**src/rtl/fifo_write_arbiter.sv**
```systemverilog
// Round-robin arbiter sharing one async_fifo write port among NREQ write-domain requesters.
// An owner may write up to BURST consecutive words before the port rotates to the next requester.
module fifo_write_arbiter #(
  parameter int unsigned WIDTH = 3,
  parameter int unsigned NREQ  = 2,
  parameter int unsigned BURST = 2
) (
  input  logic                    wclk,
  input  logic                    rst,
  input  logic [NREQ-1:0]         req,
  input  logic [NREQ*WIDTH-1:0]   din,
  input  logic                    full,
  output logic [NREQ-1:0]         gnt,
  output logic                    we,
  output logic [WIDTH-1:0]        wdata,
  output logic                    busy
);

  localparam int unsigned IdxW = (NREQ > 1) ? $clog2(NREQ) : 1;
  localparam int unsigned CntW = $clog2(BURST + 1);
  localparam logic [CntW-1:0] BurstCnt = CntW'(BURST);

  typedef enum logic [0:0] {StIdle, StOwn} state_e;

  state_e            state_q;
  logic [IdxW-1:0]   owner_q;
  logic [IdxW-1:0]   ptr_q;
  logic [CntW-1:0]   cnt_q;

  logic              cont;
  logic              sel_valid;
  logic [IdxW-1:0]   sel;
  logic [IdxW-1:0]   start_idx;
  logic [IdxW-1:0]   scan_idx;
  logic              grant;

  function automatic logic [IdxW-1:0] next_idx(input logic [IdxW-1:0] i);
    if (32'(i) == NREQ - 1) return '0;
    return i + IdxW'(1);
  endfunction

  always_comb begin
    cont      = (state_q == StOwn) && req[owner_q] && (cnt_q < BurstCnt);
    start_idx = (state_q == StOwn) ? next_idx(owner_q) : ptr_q;
    sel_valid = 1'b0;
    sel       = '0;
    scan_idx  = start_idx;
    if (cont) begin
      sel_valid = 1'b1;
      sel       = owner_q;
    end else begin
      // First requesting index at or after start_idx, wrapping modulo NREQ.
      for (int unsigned k = 0; k < NREQ; k++) begin
        if (!sel_valid && req[scan_idx]) begin
          sel_valid = 1'b1;
          sel       = scan_idx;
        end
        scan_idx = next_idx(scan_idx);
      end
    end
  end

  // Reset gates the outputs so a transfer coinciding with reset never reaches the FIFO.
  assign grant = sel_valid && !full && !rst;

  always_comb begin
    gnt   = '0;
    wdata = '0;
    if (grant) begin
      gnt[sel] = 1'b1;
      wdata    = din[32'(sel)*WIDTH +: WIDTH];
    end
  end

  assign we   = grant;
  assign busy = !rst && (state_q == StOwn);

  always_ff @(posedge wclk) begin
    if (rst) begin
      state_q <= StIdle;
      owner_q <= '0;
      cnt_q   <= '0;
      ptr_q   <= '0;
    end else if (!full) begin
      if (sel_valid) begin
        state_q <= StOwn;
        if (cont) begin
          cnt_q <= cnt_q + CntW'(1);
        end else begin
          owner_q <= sel;
          cnt_q   <= CntW'(1);
        end
      end else begin
        state_q <= StIdle;
        if (state_q == StOwn) ptr_q <= next_idx(owner_q);
      end
    end
  end

endmodule
```
**config.mk**
```make
export PLATFORM = sky130hd
export DESIGN_NAME = fifo_write_arbiter
export DESIGN_NICKNAME = d
export VERILOG_FILES = /design/src/rtl/fifo_write_arbiter.sv
export SDC_FILE = /design/constraint.sdc
export NUM_CORES = 1
export LEC_CHECK = 0
export BUFFER_PORTS_ARGS = -buffer_cell sky130_fd_sc_hd__clkbuf_2
export CAP_MARGIN = 25
export CORE_AREA = 2 2 39 41
export CTS_CLUSTER_DIAMETER = 120
export DETAILED_ROUTE_END_ITERATION = 10
export DIE_AREA = 0 0 41 43
export GPL_TIMING_DRIVEN = 0
export SETUP_SLACK_MARGIN = 0.2
export SLEW_MARGIN = 20
export SYNTH_ARGS = -nofsm -noshare
export SYNTH_HDL_FRONTEND = slang
export SYNTH_SLANG_ARGS = --single-unit
```
**constraint.sdc**
```tcl
create_clock -name wclk -period 2 [get_ports wclk]
set_clock_uncertainty 0.05 [all_clocks]
set_input_delay 0.2 -clock wclk [delete_from_list [all_inputs] [get_ports wclk]]
set_output_delay 0.2 -clock wclk [all_outputs]
set_load 0.03 [all_outputs]
```
[Word level (Yosys, flattened, before mapping)]
Cells that the tools add are included.
Storage, ports and cells
  memories: 0
  bits in read-only memories: 0
  bits in writable memories: 0
  word-level logic and storage cells: 64
  latch bits: 0
  input bits: 11
  register bits after elaboration: 5
  output and inout bits: 7
Cells by class
  reductions and logical operators: 13
  add/sub/neg operators: 3
  $mul: 1
  order comparisons: 6
  equality and inequality tests: 0
  mux-type cells: 33
  shift operators: 1
  divide/modulo/power cells: 0
  bitwise gates (word level): 3
Operators by type and width (number)
  1-bit two-way mux: 29
  1-bit by 2-bit < comparator with 1-bit output, second input constant: 4
  1-bit logical AND: 7
  3-bit AND reduction: 2
  6-bit by 4-bit variable part select with 3-bit output: 1
  2-bit two-way mux: 2
  1-bit zero test: 3
  1-bit by 2-bit multiplier with 3-bit output, second input constant: 1
  3-bit two-way mux: 1
  1-bit NOT: 3
  1-bit adder, second input constant: 2
  2-bit by 1-bit adder with 2-bit output, second input constant: 1
  2-bit < comparator, second input constant: 1
  2-bit AND reduction: 1
  1-bit demux with 1-bit select: 1
  1-bit >= comparator, second input constant: 1

[Depth between registers and ports, before layout]
  word-level depth: 17
  gate-level depth with buffers: 4
  gate-level depth less buffers: 3

[Worst setup path after synthesis]
OpenSTA, ideal clock, no wires.
  kind: register -> output
  from: register owner_q
  to: output port wdata[0]
  path slack: 224 ps
  path buffers: 0
  stages on the path, launching flop included: 4
  required time: 1750 ps
  data arrival time: 1526 ps
  cells stage by stage: dfxtp_1 > xnor2_1 > a311oi_2 > mux2i_1
Between the ends
  word-level cells in the longest chain between the ends: 15
  elaborated cells on any way between the ends: 31
  those cells by class: add/sub: 2; mul: 1; shift: 1; mux: 21; reduce/logical: 6
RTL lines
  from (decl): RTL line 26  | logic [IdxW-1:0] owner_q;
  from (signal assigned): RTL line 90  | owner_q <= sel;
  1-bit adder / 1-bit two-way mux (equally long branches): RTL line 39, 38
  1-bit two-way mux: RTL line 39  | return i + IdxW'(1);
  1-bit two-way mux: RTL line 44  | start_idx = (state_q == StOwn) ? next_idx(owner_q) : ptr_q;
  1-bit two-way mux: RTL line 38  | if (32'(i) == NREQ - 1) return '0;
  1-bit two-way mux: RTL line 48  | if (cont) begin
  1-bit two-way mux: RTL line 39
  1-bit two-way mux: RTL line 48
  1-bit two-way mux (implied by the code) (2 in series): RTL line 54  | if (!sel_valid && req[scan_idx]) begin
  1-bit logical AND: RTL line 54
  1-bit two-way mux: RTL line 54
  1-bit two-way mux: RTL line 48
  1-bit by 2-bit multiplier with 3-bit output / 1-bit logical AND (equally long branches): RTL line 71, 64
  6-bit by 4-bit variable part select with 3-bit output / 1-bit logical AND (equally long branches): RTL line 71, 64
  3-bit two-way mux (*): RTL line 69  | if (grant) begin
  to (decl): RTL line 15  | output logic [WIDTH-1:0] wdata,
Every way passes the cells marked *; elsewhere a longest branch is shown, timed or not. The select of a mux whose other input is x is not followed.

[Worst setup path after layout]
  from: register state_q
  to: output port wdata[2]
Between the ends
  word-level cells in the longest chain between the ends: 13
  elaborated cells on any way between the ends: 26
  those cells by class: add/sub: 1; mul: 1; shift: 1; mux: 17; reduce/logical: 6
RTL lines
  from (decl): RTL line 25  | state_e state_q;
  from (signal assigned): RTL line 80  | state_q <= StIdle;
  from (signal assigned): RTL line 86  | state_q <= StOwn;
  from (signal assigned): RTL line 94  | state_q <= StIdle;
  1-bit two-way mux: RTL line 44
  1-bit two-way mux: RTL line 38
  1-bit two-way mux: RTL line 48
  1-bit two-way mux: RTL line 39
  1-bit two-way mux: RTL line 48
  1-bit two-way mux (implied by the code) (2 in series): RTL line 54
  1-bit logical AND: RTL line 54
  1-bit two-way mux: RTL line 54
  1-bit two-way mux: RTL line 48
  1-bit by 2-bit multiplier with 3-bit output / 1-bit logical AND (equally long branches): RTL line 71, 64
  6-bit by 4-bit variable part select with 3-bit output / 1-bit logical AND (equally long branches): RTL line 71, 64
  3-bit two-way mux (*): RTL line 69
Marks and branches as above.

==> results.cfg <==
[outcome]
status = finished clean

[routing]
via_per_inst = 4.60
vias = 377
postRouteAntennaNets = 0
drtPass1Iterations = 4
drt_iter0_markers = 5
wl_per_cell_um = 10.5
post-route-drc-count = 0
routed_wirelength_um = 857

[worst_hold_path]
min_from = full
whs_path_depth = 2
whs_endpoint = state_q$_SDFFE_PP0N_
min_path_type = in -> reg

[floorplan]
ios = 18
die_w_um = 41
initial_core_util_pct = 26.1
die_y_um = 43
die_area_um2 = 1760
design.core.area_um2 = 1380
rows = 14

[layout]
layout_common_cells = clkbuf_2, nand3_1, buf_4
final_common_cell = clkbuf_2
final_area_um2 = 537
drive_above_1_share_pct = 43.9
nNetsFinal = 78
fin_cells = 82
n_antenna_cell = 0
num-fill-cells = 145
syn2layout_area_growth_pct = 48.4

[placed_design]
io_buffers = 17
dp.cells = 75
gp_congestion = 0.661
hpwl_um = 563
placedInstanceArea_um2 = 467
pre_cts_slack_ps = 273

[power_and_ir_drop]
p_switching_w = 0.0000941
pwr_density_cell_nw_per_um2 = 591
swShare_pct = 29.6
p_int_w = 0.000223
power.share.combinational_pct = 27.5
power_leakage_nw = 0.253
p_clk_share_pct = 36.9
seqPwrFrac_pct = 35.6
irDropWorstVdd_mv = 0.168

[flow_run]
drv_cap = 0

[critical_path]
regToRegEndpoint = owner_q$_SDFFE_PP0P_
r2r-start = owner_q$_SDFFE_PP0P_
regToRegSetupSlack_ps = 570
cp_max_fo = 7
start_kind = flip-flop
critical_path_class = reg -> out
r2r_cells = 5
cp.required_ps = 1750
end_kind = output port
arrival_ps = 1470

[cts]
htreeDepth = 1
cts_hold_buf = 0
clock_path_buffers = 2
tritoncts = done
cts_inserted_buffers = 3
cts.clk_slew.worst_paths_ps = 50
clkLatencyLatePin_ps = 240
clockRootBuffer = clkbuf_4
numClockSinks = 5

[synthesis]
synth.top_cells.by_area = dfxtp_1, mux2i_1, nand3_1
synth_seq_cells = 5
synth_fp_nets = 53
yosysTopAreaCell = dfxtp_1
ys_seq_area_share_pct = 27.7
syn_area_um2 = 362
yosysTopAreaCellShare_pct = 27.7
synth_cell_types = 20
syn_avg_cell_area_um2 = 8.61
yosysWarningCount = 0
synth_cells = 42

[sta]
fmax_mhz = 582
tightest_slew_ps = 375
grt_setup_unrepaired = true
timing.final.max_slew_violations = 0
period_share_pct = 85.9
worst_slack_ps = 283
fin_setup_tns_ps = 0
period_needed_ps = 1720
hold_viol = 0
setup_viol = 0
maxSlewHeadroom_pct = 74.6

[grt]
grt-ovfl-total = 0
grt_pass1_wl_um = 1280
first_global_vias = 314
antenna_found_initial = 0
grt_max_degree = 11
grt_util_all_layers_pct = 10.9
through the flow:
| step | hold slack (ps) | total power, W | utilization (%) |
|---|---|---|---|
| 2_1_floorplan | 219 | 0.000166 | - |
| 3_3_place_gp | 387 | 0.000192 | 33.7 |
| 3_5_place_dp | 384 | 0.000192 | 33.7 |
| 4_1_cts | 124 | 0.000318 | 36.8 |
| 5_1_grt | 133 | 0.000342 | 38.8 |
| 6_report | 129 | 0.000317 | 38.8 |
flip-flops by register name, summed over array words and instances (netlist names):
| name | flops |
|---|---|
| owner_q | 1 |
| ptr_q | 1 |
| cnt_q | 2 |
| state_q | 1 |
worst max-delay path, stage by stage (launching register included):
cell      delay (ps)
dfxtp_2          350
nor3b_1          310
a311oi_2          60
buf_4            170
mux2i_1          150
buf_4            180
worst max-delay path by stage:
stage	start	end	slack, ps
detailed placement	owner_q$_SDFFE_PP0P_	wdata[2]	270
floorplan	owner_q$_SDFFE_PP0P_	wdata[0]	220
global route	state_q$_SDFFE_PP0N_	wdata[0]	110
finish	state_q$_SDFFE_PP0N_	wdata[2]	280
global placement	state_q$_SDFFE_PP0N_	wdata[0]	280
CTS	owner_q$_SDFFE_PP0P_	wdata[2]	210
kinds of logic after synthesis:
group                     count (synthesis)  share of synthesized area [%]
and+or+nand+nor                          18                           28.7
xor gates and xnor gates                  2                           4.85
buffers and inverters                     4                           4.50
AOI/OAI and AO/OA                         6                           14.2
muxes                                     7                           20.1
DFF                                       5                           27.7
metal layers:
metal	vias up	global-route usage, %	wire (um)
li1	199	-	-
met1	169	12.2	371
met2	9	15.6	451
met3	0	3.14	34
met4	0	10.0	0
met5	-	0	0
synth_stat cells:
| library cell | number |
|---|---|
| nor2_1 | 2 |
| xnor2_1 | 2 |
| a311oi_1 | 1 |
| o21ai_1 | 1 |
| dfxtp_1 | 5 |
| o21ba_1 | 1 |
| buf_2 | 1 |
| a21o_1 | 1 |
| and2_1 | 2 |
| mux2i_1 | 5 |
| a311oi_2 | 1 |
| and3_1 | 1 |
| nor4b_1 | 1 |
| nand3_1 | 6 |
| a21oi_1 | 1 |
| nor2b_1 | 2 |
| mux2_1 | 2 |
| inv_1 | 3 |
| nor3b_1 | 1 |
| nand2b_1 | 3 |
cell type report:
class                   instances  area, um2  share of cell area (%)
multi-input cells              33        253                    47.1
plain buffers                   1       5.00                   0.932
flip-flops and latches          5        106                    19.8
repair buffers                 20        115                    21.4
clock buffers                   4       26.3                    4.90
inverters                       3       11.3                    2.10
well taps                      16       20.0                    3.73
power by group through the flow:
stage	Clock [W]	Sequential [W]	Combinational (W)
final	0.000117	0.000113	0.0000872
after global routing	0.000132	0.000114	0.0000961
after CTS	0.000124	0.000113	0.0000813
after detailed placement	0	0.000114	0.0000774
after global placement	0	0.000114	0.0000771
after floorplan	0	0.000113	0.0000533
what timing repair did:
action	CTS	global route
gates resized for setup	4	7
pin swaps	1	2
setup buffers	1	2
setup endpoints to repair	5	5
cloned	0	0
Power figures use the tool's default switching activity.
